[config.mk]
export PLATFORM = sky130hd
export DESIGN_NAME = pio_bank_avmm
export DESIGN_NICKNAME = d
export VERILOG_FILES = /design/src/rtl/pio_bank_avmm.sv
export SDC_FILE = /design/constraint.sdc
export NUM_CORES = 1
export LEC_CHECK = 0
export BUFFER_PORTS_ARGS = -buffer_cell sky130_fd_sc_hd__clkbuf_2
export CAP_MARGIN = 25
export CORE_MARGIN = 2
export CORE_UTILIZATION = 59
export DETAILED_ROUTE_END_ITERATION = 7
export PLACE_DENSITY = 0.78
export SYNTH_ARGS = -nofsm -noshare
export SYNTH_HDL_FRONTEND = slang
export SYNTH_SLANG_ARGS = --single-unit
[constraint.sdc]
create_clock -name clk -period 6 [get_ports clk]
set_clock_uncertainty 0.05 [all_clocks]
set_input_delay 1.5 -clock clk [delete_from_list [all_inputs] [get_ports clk]]
set_output_delay 1.5 -clock clk [all_outputs]
set_load 0.01 [all_outputs]
[src/rtl/pio_bank_avmm.sv]
// pio_bank_avmm: Avalon-MM PIO bank with NUM_OUT_CH output registers and
// NUM_IN_CH input channels (2-FF sync, debounce, edge capture, masked IRQ).
// Optional feature macro: PIO_OUT_SETCLR_EN enables the OUT_SET / OUT_CLR
// write-only windows at 0x20-0x2F; without it those addresses are unmapped.
module pio_bank_avmm #(
  parameter int                DATA_W          = 32,
  parameter int                NUM_IN_CH       = 2,
  parameter int                NUM_OUT_CH      = 4,
  parameter int                DEBOUNCE_CYCLES = 50000,
  parameter int                EDGE_MODE       = 0,
  parameter logic [DATA_W-1:0] OUT_RESET       = '0
) (
  input  logic                         clk,
  input  logic                         reset,
  input  logic [5:0]                   avs_address,
  input  logic                         avs_read,
  input  logic                         avs_write,
  input  logic [DATA_W-1:0]            avs_writedata,
  input  logic [DATA_W/8-1:0]          avs_byteenable,
  output logic [DATA_W-1:0]            avs_readdata,
  output logic                         avs_readdatavalid,
  output logic                         irq,
  input  logic [NUM_IN_CH*DATA_W-1:0]  pio_in,
  output logic [NUM_OUT_CH*DATA_W-1:0] pio_out
);

  localparam int BE_W  = DATA_W / 8;
  localparam int CNT_W = $clog2(DEBOUNCE_CYCLES + 1);
  localparam logic [CNT_W-1:0] CNT_LAST = CNT_W'(DEBOUNCE_CYCLES - 1);
  localparam logic [CNT_W-1:0] CNT_MAX  = {CNT_W{1'b1}};

  localparam logic [2:0] GRP_OUT  = 3'd0;
  localparam logic [2:0] GRP_IN   = 3'd1;
  localparam logic [2:0] GRP_CAP  = 3'd2;
  localparam logic [2:0] GRP_MASK = 3'd3;
  localparam logic [2:0] GRP_SET  = 3'd4;
  localparam logic [2:0] GRP_CLR  = 3'd5;

  typedef enum logic {ST_STABLE = 1'b0, ST_COUNT = 1'b1} db_state_t;

  // Expand byte enables into a bit mask.
  function automatic logic [DATA_W-1:0] be_to_mask(input logic [BE_W-1:0] be);
    logic [DATA_W-1:0] m;
    m = '0;
    for (int b = 0; b < BE_W; b++) begin
      m[b*8 +: 8] = {8{be[b]}};
    end
    return m;
  endfunction

  logic [DATA_W-1:0] out_r   [NUM_OUT_CH];
  logic [DATA_W-1:0] sync1_r [NUM_IN_CH];
  logic [DATA_W-1:0] sync2_r [NUM_IN_CH];
  logic [DATA_W-1:0] cand_r  [NUM_IN_CH];
  logic [DATA_W-1:0] deb_r   [NUM_IN_CH];
  logic [DATA_W-1:0] cap_r   [NUM_IN_CH];
  logic [DATA_W-1:0] mask_r  [NUM_IN_CH];
  logic [CNT_W-1:0]  cnt_r   [NUM_IN_CH];
  db_state_t         state_r [NUM_IN_CH];
  logic              primed_r[NUM_IN_CH];

  logic [DATA_W-1:0] cand_s  [NUM_IN_CH];
  logic [DATA_W-1:0] deb_s   [NUM_IN_CH];
  logic [DATA_W-1:0] edge_s  [NUM_IN_CH];
  logic [CNT_W-1:0]  cnt_s   [NUM_IN_CH];
  db_state_t         state_s [NUM_IN_CH];
  logic              primed_s[NUM_IN_CH];

  logic [DATA_W-1:0] readdata_r;
  logic              readdatavalid_r;
  logic              irq_r;
  logic [DATA_W-1:0] rd_s;
  logic              irq_s;

  logic [2:0]        grp_s;
  logic [2:0]        k_s;
  logic [DATA_W-1:0] bm_s;
  logic [DATA_W-1:0] wm_s;

  assign grp_s = avs_address[5:3];
  assign k_s   = avs_address[2:0];
  assign bm_s  = be_to_mask(avs_byteenable);
  assign wm_s  = avs_writedata & bm_s;

  assign avs_readdata      = readdata_r;
  assign avs_readdatavalid = readdatavalid_r;
  assign irq               = irq_r;

  genvar g;
  generate
    for (g = 0; g < NUM_OUT_CH; g++) begin : g_out
      assign pio_out[g*DATA_W +: DATA_W] = out_r[g];
    end
  endgenerate

  // Two-flop synchroniser on every raw input bit.
  always_ff @(posedge clk) begin
    for (int i = 0; i < NUM_IN_CH; i++) begin
      if (reset) begin
        sync1_r[i] <= '0;
        sync2_r[i] <= '0;
      end else begin
        sync1_r[i] <= pio_in[i*DATA_W +: DATA_W];
        sync2_r[i] <= sync1_r[i];
      end
    end
  end

  // Debouncer next state; an unprimed channel always runs one full debounce
  // so priming completes even when the input never changes after reset.
  always_comb begin
    for (int i = 0; i < NUM_IN_CH; i++) begin
      state_s[i]  = state_r[i];
      cand_s[i]   = cand_r[i];
      cnt_s[i]    = cnt_r[i];
      deb_s[i]    = deb_r[i];
      primed_s[i] = primed_r[i];
      edge_s[i]   = '0;
      case (state_r[i])
        ST_STABLE: begin
          if ((sync2_r[i] != cand_r[i]) || !primed_r[i]) begin
            state_s[i] = ST_COUNT;
            cand_s[i]  = sync2_r[i];
            cnt_s[i]   = '0;
          end else begin
            state_s[i] = ST_STABLE;
          end
        end
        ST_COUNT: begin
          if (sync2_r[i] != cand_r[i]) begin
            cand_s[i] = sync2_r[i];
            cnt_s[i]  = '0;
          end else if (cnt_r[i] == CNT_LAST) begin
            deb_s[i]    = cand_r[i];
            state_s[i]  = ST_STABLE;
            primed_s[i] = 1'b1;
            // Edges are only reported once the channel was already primed.
            if (primed_r[i]) begin
              case (EDGE_MODE)
                32'sd0:  edge_s[i] = cand_r[i] & ~deb_r[i];
                32'sd1:  edge_s[i] = ~cand_r[i] & deb_r[i];
                default: edge_s[i] = cand_r[i] ^ deb_r[i];
              endcase
            end else begin
              edge_s[i] = '0;
            end
          end else if (cnt_r[i] != CNT_MAX) begin
            cnt_s[i] = cnt_r[i] + CNT_W'(1);
          end else begin
            cnt_s[i] = cnt_r[i];
          end
        end
        default: begin
          state_s[i] = ST_STABLE;
        end
      endcase
    end
  end

  // Debouncer state registers.
  always_ff @(posedge clk) begin
    for (int i = 0; i < NUM_IN_CH; i++) begin
      if (reset) begin
        state_r[i]  <= ST_STABLE;
        cand_r[i]   <= '0;
        cnt_r[i]    <= '0;
        deb_r[i]    <= '0;
        primed_r[i] <= 1'b0;
      end else begin
        state_r[i]  <= state_s[i];
        cand_r[i]   <= cand_s[i];
        cnt_r[i]    <= cnt_s[i];
        deb_r[i]    <= deb_s[i];
        primed_r[i] <= primed_s[i];
      end
    end
  end

  // Edge capture (W1C, a new edge wins) and interrupt mask registers.
  always_ff @(posedge clk) begin
    for (int i = 0; i < NUM_IN_CH; i++) begin
      if (reset) begin
        cap_r[i]  <= '0;
        mask_r[i] <= '0;
      end else begin
        if (avs_write && (grp_s == GRP_CAP) && (k_s == 3'(i))) begin
          cap_r[i] <= (cap_r[i] & ~wm_s) | edge_s[i];
        end else begin
          cap_r[i] <= cap_r[i] | edge_s[i];
        end
        if (avs_write && (grp_s == GRP_MASK) && (k_s == 3'(i))) begin
          mask_r[i] <= (mask_r[i] & ~bm_s) | wm_s;
        end else begin
          mask_r[i] <= mask_r[i];
        end
      end
    end
  end

  // Output registers: direct byte-lane write, plus optional set/clear.
  always_ff @(posedge clk) begin
    for (int i = 0; i < NUM_OUT_CH; i++) begin
      if (reset) begin
        out_r[i] <= OUT_RESET;
      end else if (avs_write && (k_s == 3'(i))) begin
        case (grp_s)
          GRP_OUT: out_r[i] <= (out_r[i] & ~bm_s) | wm_s;
`ifdef PIO_OUT_SETCLR_EN
          GRP_SET: out_r[i] <= out_r[i] | wm_s;
          GRP_CLR: out_r[i] <= out_r[i] & ~wm_s;
`endif
          default: out_r[i] <= out_r[i];
        endcase
      end else begin
        out_r[i] <= out_r[i];
      end
    end
  end

  // Read mux and interrupt reduction; out-of-range channels contribute nothing.
  always_comb begin
    rd_s  = '0;
    irq_s = 1'b0;
    for (int i = 0; i < NUM_OUT_CH; i++) begin
      rd_s = rd_s | (out_r[i] & {DATA_W{(grp_s == GRP_OUT) && (k_s == 3'(i))}});
    end
    for (int i = 0; i < NUM_IN_CH; i++) begin
      rd_s  = rd_s | (deb_r[i]  & {DATA_W{(grp_s == GRP_IN)   && (k_s == 3'(i))}});
      rd_s  = rd_s | (cap_r[i]  & {DATA_W{(grp_s == GRP_CAP)  && (k_s == 3'(i))}});
      rd_s  = rd_s | (mask_r[i] & {DATA_W{(grp_s == GRP_MASK) && (k_s == 3'(i))}});
      irq_s = irq_s | (|(cap_r[i] & mask_r[i]));
    end
  end

  // Registered read response (fixed latency 1) and interrupt output.
  always_ff @(posedge clk) begin
    if (reset) begin
      readdata_r      <= '0;
      readdatavalid_r <= 1'b0;
      irq_r           <= 1'b0;
    end else begin
      readdatavalid_r <= avs_read;
      irq_r           <= irq_s;
      if (avs_read) begin
        readdata_r <= rd_s;
      end else begin
        readdata_r <= readdata_r;
      end
    end
  end

endmodule
* After elaboration in Yosys (flattened, before gate mapping)
Memories as Yosys holds them, arrays and structs flattened.
Cells that the tools add are included.
** Cells by class
- Add/subtract/negate cells :: 2
- Eq/ne operators :: 12
- Bitwise operators :: 83
- Muxes and demuxes :: 143
- Reductions and logical operators :: 28
** Operators by type and width (number)
- 32-bit two-way mux :: 46
- 32-bit bitwise AND :: 23
- 32-bit bitwise OR :: 19
- 16-bit two-way mux :: 10
- 32-bit NOT :: 4
- 32-bit one-hot mux with 2 select lines :: 2
- 1-bit two-way mux :: 81
- 32-bit != test :: 2
- 16-bit one-hot mux with 2 select lines :: 2
- 32-bit OR reduction :: 2
- 1-bit bitwise OR :: 35
- 16-bit by 1-bit adder with 16-bit output, second input constant :: 2
- 16-bit == test, second input constant :: 2
- 16-bit != test, second input constant :: 2
- 1-bit logical AND :: 20
- 3-bit by 2-bit == test with 1-bit output, second input constant :: 4
- 3-bit by 1-bit == test with 1-bit output, second input constant :: 2
- 3-bit zero test :: 2
- 1-bit one-hot mux with 2 select lines :: 2
- 1-bit zero test :: 2
- 1-bit logical OR :: 2
- 1-bit NOT :: 2
** Word-level totals
- Memories :: 10
- Logic and storage cells :: 281
- Output and inout bits :: 162
- Bits in writable memories :: 548
- Register bits after elaboration :: 34
** Memories
- out_r :: words 4, width 32, rd ports 4, clocked after Yosys merged registers in 0, write ports 4, line 51 : logic [DATA_W-1:0] out_r [NUM_OUT_CH];
- cand_r :: words 2, width 32, rd ports 2, clocked after Yosys merged registers in 0, write ports 2, line 54 : logic [DATA_W-1:0] cand_r [NUM_IN_CH];
- cap_r :: words 2, width 32, rd ports 2, clocked after Yosys merged registers in 0, write ports 2, line 56 : logic [DATA_W-1:0] cap_r [NUM_IN_CH];
- deb_r :: words 2, width 32, rd ports 2, clocked after Yosys merged registers in 0, write ports 2, line 55 : logic [DATA_W-1:0] deb_r [NUM_IN_CH];
- mask_r :: words 2, width 32, rd ports 2, clocked after Yosys merged registers in 0, write ports 2, line 57 : logic [DATA_W-1:0] mask_r [NUM_IN_CH];
- sync1_r :: words 2, width 32, rd ports 2, clocked after Yosys merged registers in 0, write ports 2, line 52 : logic [DATA_W-1:0] sync1_r [NUM_IN_CH];
- 4 more memories

* Logic depth before layout (Yosys ltp)
- Word-level depth :: 12
- Gate-level depth with buffers :: 9
- Mapped depth without buffers :: 7

* Worst setup path before layout
No wires, ideal clock.
- Kind :: input to register
- Start point :: input avs_address[0]
- End point :: memory out_r[2][0] (enable)
- Data arrival time :: 4.634 ns
- Slack :: 0.851 ns
- Buffers on the path :: 3
- Cell stages on the path :: 4
- Required time :: 5.484 ns
- Path through :: buf_2 -> buf_1 -> buf_1 -> o21ai_0
** RTL lines
- start, declared :: line 15 : input logic [5:0] avs_address,
- end, declared :: line 51

==> results.toml <==
[synthesis]
synth-main-ff-cell = "sky130_fd_sc_hd__dfxtp_1"
synth_enable_flop_cells = 256
ys_seq_elements = 582
syn-cell-area_um2 = 24900
syn-mean-instance-area_um2 = 10.80
ys_types = 66
synthesized_instance_count = 2305
async_reset_ff_frac = 0
yosysSeqAreaShare = 0.5708
ys_warnings = 0

[power]
sequentialPowerShare = 0.506
pwr_density_cell_nw_per_um2 = 305.1
power_switching_share = 0.2412
irDropWorstVdd_v = 0.0002766
p_sw_mw = 2.131
report.power.total_mw = 8.834
p_comb_frac = 0.068
p_clk_frac = 0.426
total_leakage_power_nw = 10.68
cellInternalPower_mw = 6.703

[detailed_routing]
antenna_left = 0
dr_total_vias = 19990
wl_per_cell_um = 25.58
amount_of_wire_on_met2_after_detailed_routing_mm = 35.06
met3WireLength_mm = 9.524
drt_iter0_markers = 2880
drt_pass1_iterations = 6
post-route-drc-count = 0
wirelength_mm = 81.26
topRoutingLayerUsed = "met5"
detail_route.vias_per_cell = 6.293
drt-met1-wl_mm = 33.59

[global_route]
grt_start_max_net_pins = 193
first_global_vias = 18590
antenna_violations_before_repair = 1
grt_util_all_layers = 0.3654
gr-total-overflow = 0
grt_pass1_wl_mm = 119.8

[floorplanning]
die_y_um = 209.4
row_count = 75
dieArea_um2 = 43860
core_um2 = 41760
starting_density = 0.5963
die_w_um = 209.4
io_pins = 272

[placed_design]
portBuffers = 271
place_hpwl_mm = 57.80
gpl.final_weighted_congestion = 0.9929

[cts]
clock_tree.buffer_depth = 3
cts_root_buf = "sky130_fd_sc_hd__clkbuf_16"
cts_made_buffers = 56
cts.clk_slew.worst_paths_ps = 60
cts_h_tree_depth = 2
postCtsSetupRepairBufs = 0
clock_insertion_delay_worst_skew_ps = 620
cts.sinks = 582
number_of_gates_given_a_new_drive_strength_after_cts = 0
ctsHoldBuffers = 0
tritoncts = "yes"

[sta]
rsz0062_at_grt = "no"
drv_slew = 0
achievable_clock_frequency_mhz = 260.9
slew_headroom = 0.2768
timing.final.setup_violations = 0
tightest_slew_ps = 1085
total_negative_setup_slacks_ps = 0
hold_viol_final = 0
fin_crit_ps = 3833
final_cycle_utilization_of_the_critical_path = 0.6388

[critical_path]
worstPathRequired_ps = 6280
reg2reg_to = "cap_r[0][22]"
rr_startpoint = "cand_r[0][4]"
start_to_end_type_of_the_worst_setup_path = "primary input to flip-flop"
worstSetupEndpointType = "flip-flop"
worst-r2r-setup-slack_ps = 2300
rr_worst_depth = 7
element_type_at_the_critical_path_start = "primary input"
worstPathMaxFanout = 18
cp_data_arrival_time_ps = 4120

[layout]
proportion_of_layout_cells_with_a_drive_suffix_above_1 = 0.1683
mostFrequentLayoutCell = "sky130_fd_sc_hd__dfxtp_1"
num_antenna_cells = 0
final_nets = 2703
most-common-layout-cells = "sky130_fd_sc_hd__dfxtp_1, sky130_fd_sc_hd__clkbuf_2, sky130_fd_sc_hd__nand2b_1, sky130_fd_sc_hd__edfxtp_1, sky130_fd_sc_hd__a21oi_1"
area_delta_synth_final_pct = 16.28

[min_path]
hp-class = "flip-flop to flip-flop"
worst_hold_path.endpoint = "sync2_r[1][5]"
min-delay-start = "sync1_r[1][5]"
whs_path_depth = 1

[outcome]
status = "complete, no violations"

[job]
cap_violations = 0
## worst max-delay path, stage by stage
cell                       delay (ps)
sky130_fd_sc_hd__clkbuf_2         100
sky130_fd_sc_hd__nor2_1           160
sky130_fd_sc_hd__nand3b_1         580
sky130_fd_sc_hd__nor3_2           780
sky130_fd_sc_hd__nand2_1          110
sky130_fd_sc_hd__nand2_1          610
sky130_fd_sc_hd__buf_12           250
## synthesized netlist by cell type (all sizes together) (2+ instances only)
cell	number	area [um^2]
nor2b	194	1214
inv	10	37.54
and4	3	26.28
a31oi	18	127.6
dfxtp	326	6526
nor3	16	101.4
a22oi	32	240.2
a21o	3	22.52
a311oi	8	70.07
or4b	3	33.78
a221oi	37	324.1
a31o	4	35.03
nor2	123	461.7
nand2b	257	1608
nor4	16	145.1
a22o	29	254.0
o211ai	65	488.0
xor2	33	289.0
nand4	27	200.2
o31ai	6	45.04
mux2i	101	1011
a211oi	11	82.58
and2	3	18.77
and3	20	130.1
mux2	6	67.56
a222oi	23	230.2
or4	13	110.1
a21oi	244	1221
buf	21	117.6
edfxtp	256	7687
nand3	17	85.08
or3	14	87.58
o21ai	119	595.6
xnor2	37	324.1
ha	2	25.02
nand2	67	251.5
clkbuf	128	501.7
## power groups by stage
stage	logic [mW]	clock network, mW	registers (mW)
5_1_grt	0.647	3.93	4.47
2_1_floorplan	0.343	0	4.49
3_3_place_gp	0.578	0	4.54
4_1_cts	0.592	3.78	4.46
6_report	0.603	3.76	4.47
3_5_place_dp	0.587	0	4.54
## registers in the layout (all words and copies together), names as in the netlist
| register | flops |
|---|---|
| avs_readdatavalid | 1 |
| irq | 1 |
| primed_r | 2 |
| cap_r | 64 |
| state_r | 2 |
| cand_r | 64 |
| avs_readdata | 32 |
| sync2_r | 64 |
| cnt_r | 32 |
| mask_r | 64 |
| sync1_r | 64 |
| deb_r | 64 |
| out_r | 128 |
## logic make-up (layout without fill, tap and decap cells)
| family | after synthesis | after routing | share of synthesized area |
|---|---|---|---|
| and+or+nand+nor | 777 | 777 | 0.1808 |
| AOI/OAI and AO/OA | 607 | 607 | 0.1529 |
| DFF | 582 | 582 | 0.5708 |
| buffers and inverters | 159 | 429 | 0.02638 |
| muxes | 107 | 107 | 0.04331 |
| xor gates and xnor gates | 70 | 70 | 0.02462 |
| adders and majority gates | 2 | 2 | 0.001005 |
| other | 1 | 64 | 0.0001506 |
## cell type report
type                       count  area [um^2]
inverter                      10        37.54
sequential                   582        14210
timing repair buffer         314         1743
tap                          539        674.4
clock buffer                  71         1613
fill                        3100        12810
multi-input combinational   1627        10300
clock inverter                34        369.1
## metrics by stage
step	util	setup WS (ps)	hold slack (ps)	area, um^2	instances
after CTS	0.6926	2258	388.8	28920	3175
after global routing	0.6933	2012	396.0	28950	3177
after detailed placement	0.6451	1624	373.1	26940	3070
after floorplan	-	850.5	363.8	25140	2368
final	0.6933	2167	382.0	28950	3177
after global placement	0.6451	1665	373.4	26940	3070
## metal layers
| layer | global-route usage | up-vias |
|---|---|---|
| met3 | 0.07182 | 172 |
| li1 | - | 8902 |
| met5 | 0 | - |
| met4 | 0.1372 | 2 |
| met1 | 0.5364 | 9638 |
| met2 | 0.5378 | 1278 |
## worst max-delay path by stage
stage / start / to / slack, ps / cells past startpoint
detailed placement: avs_address[2] / out_r[1][4] / 1620 / 7
floorplan: avs_address[0] / out_r[2][0] / 850 / 4
finish: avs_address[2] / out_r[1][10] / 2170 / 7
CTS: cand_r[0][4] / cap_r[0][12] / 2260 / 7
global route: avs_address[2] / out_r[1][18] / 2010 / 7
global placement: avs_address[2] / out_r[1][7] / 1660 / 7
Note: power is estimated with default switching activity, not from simulation.
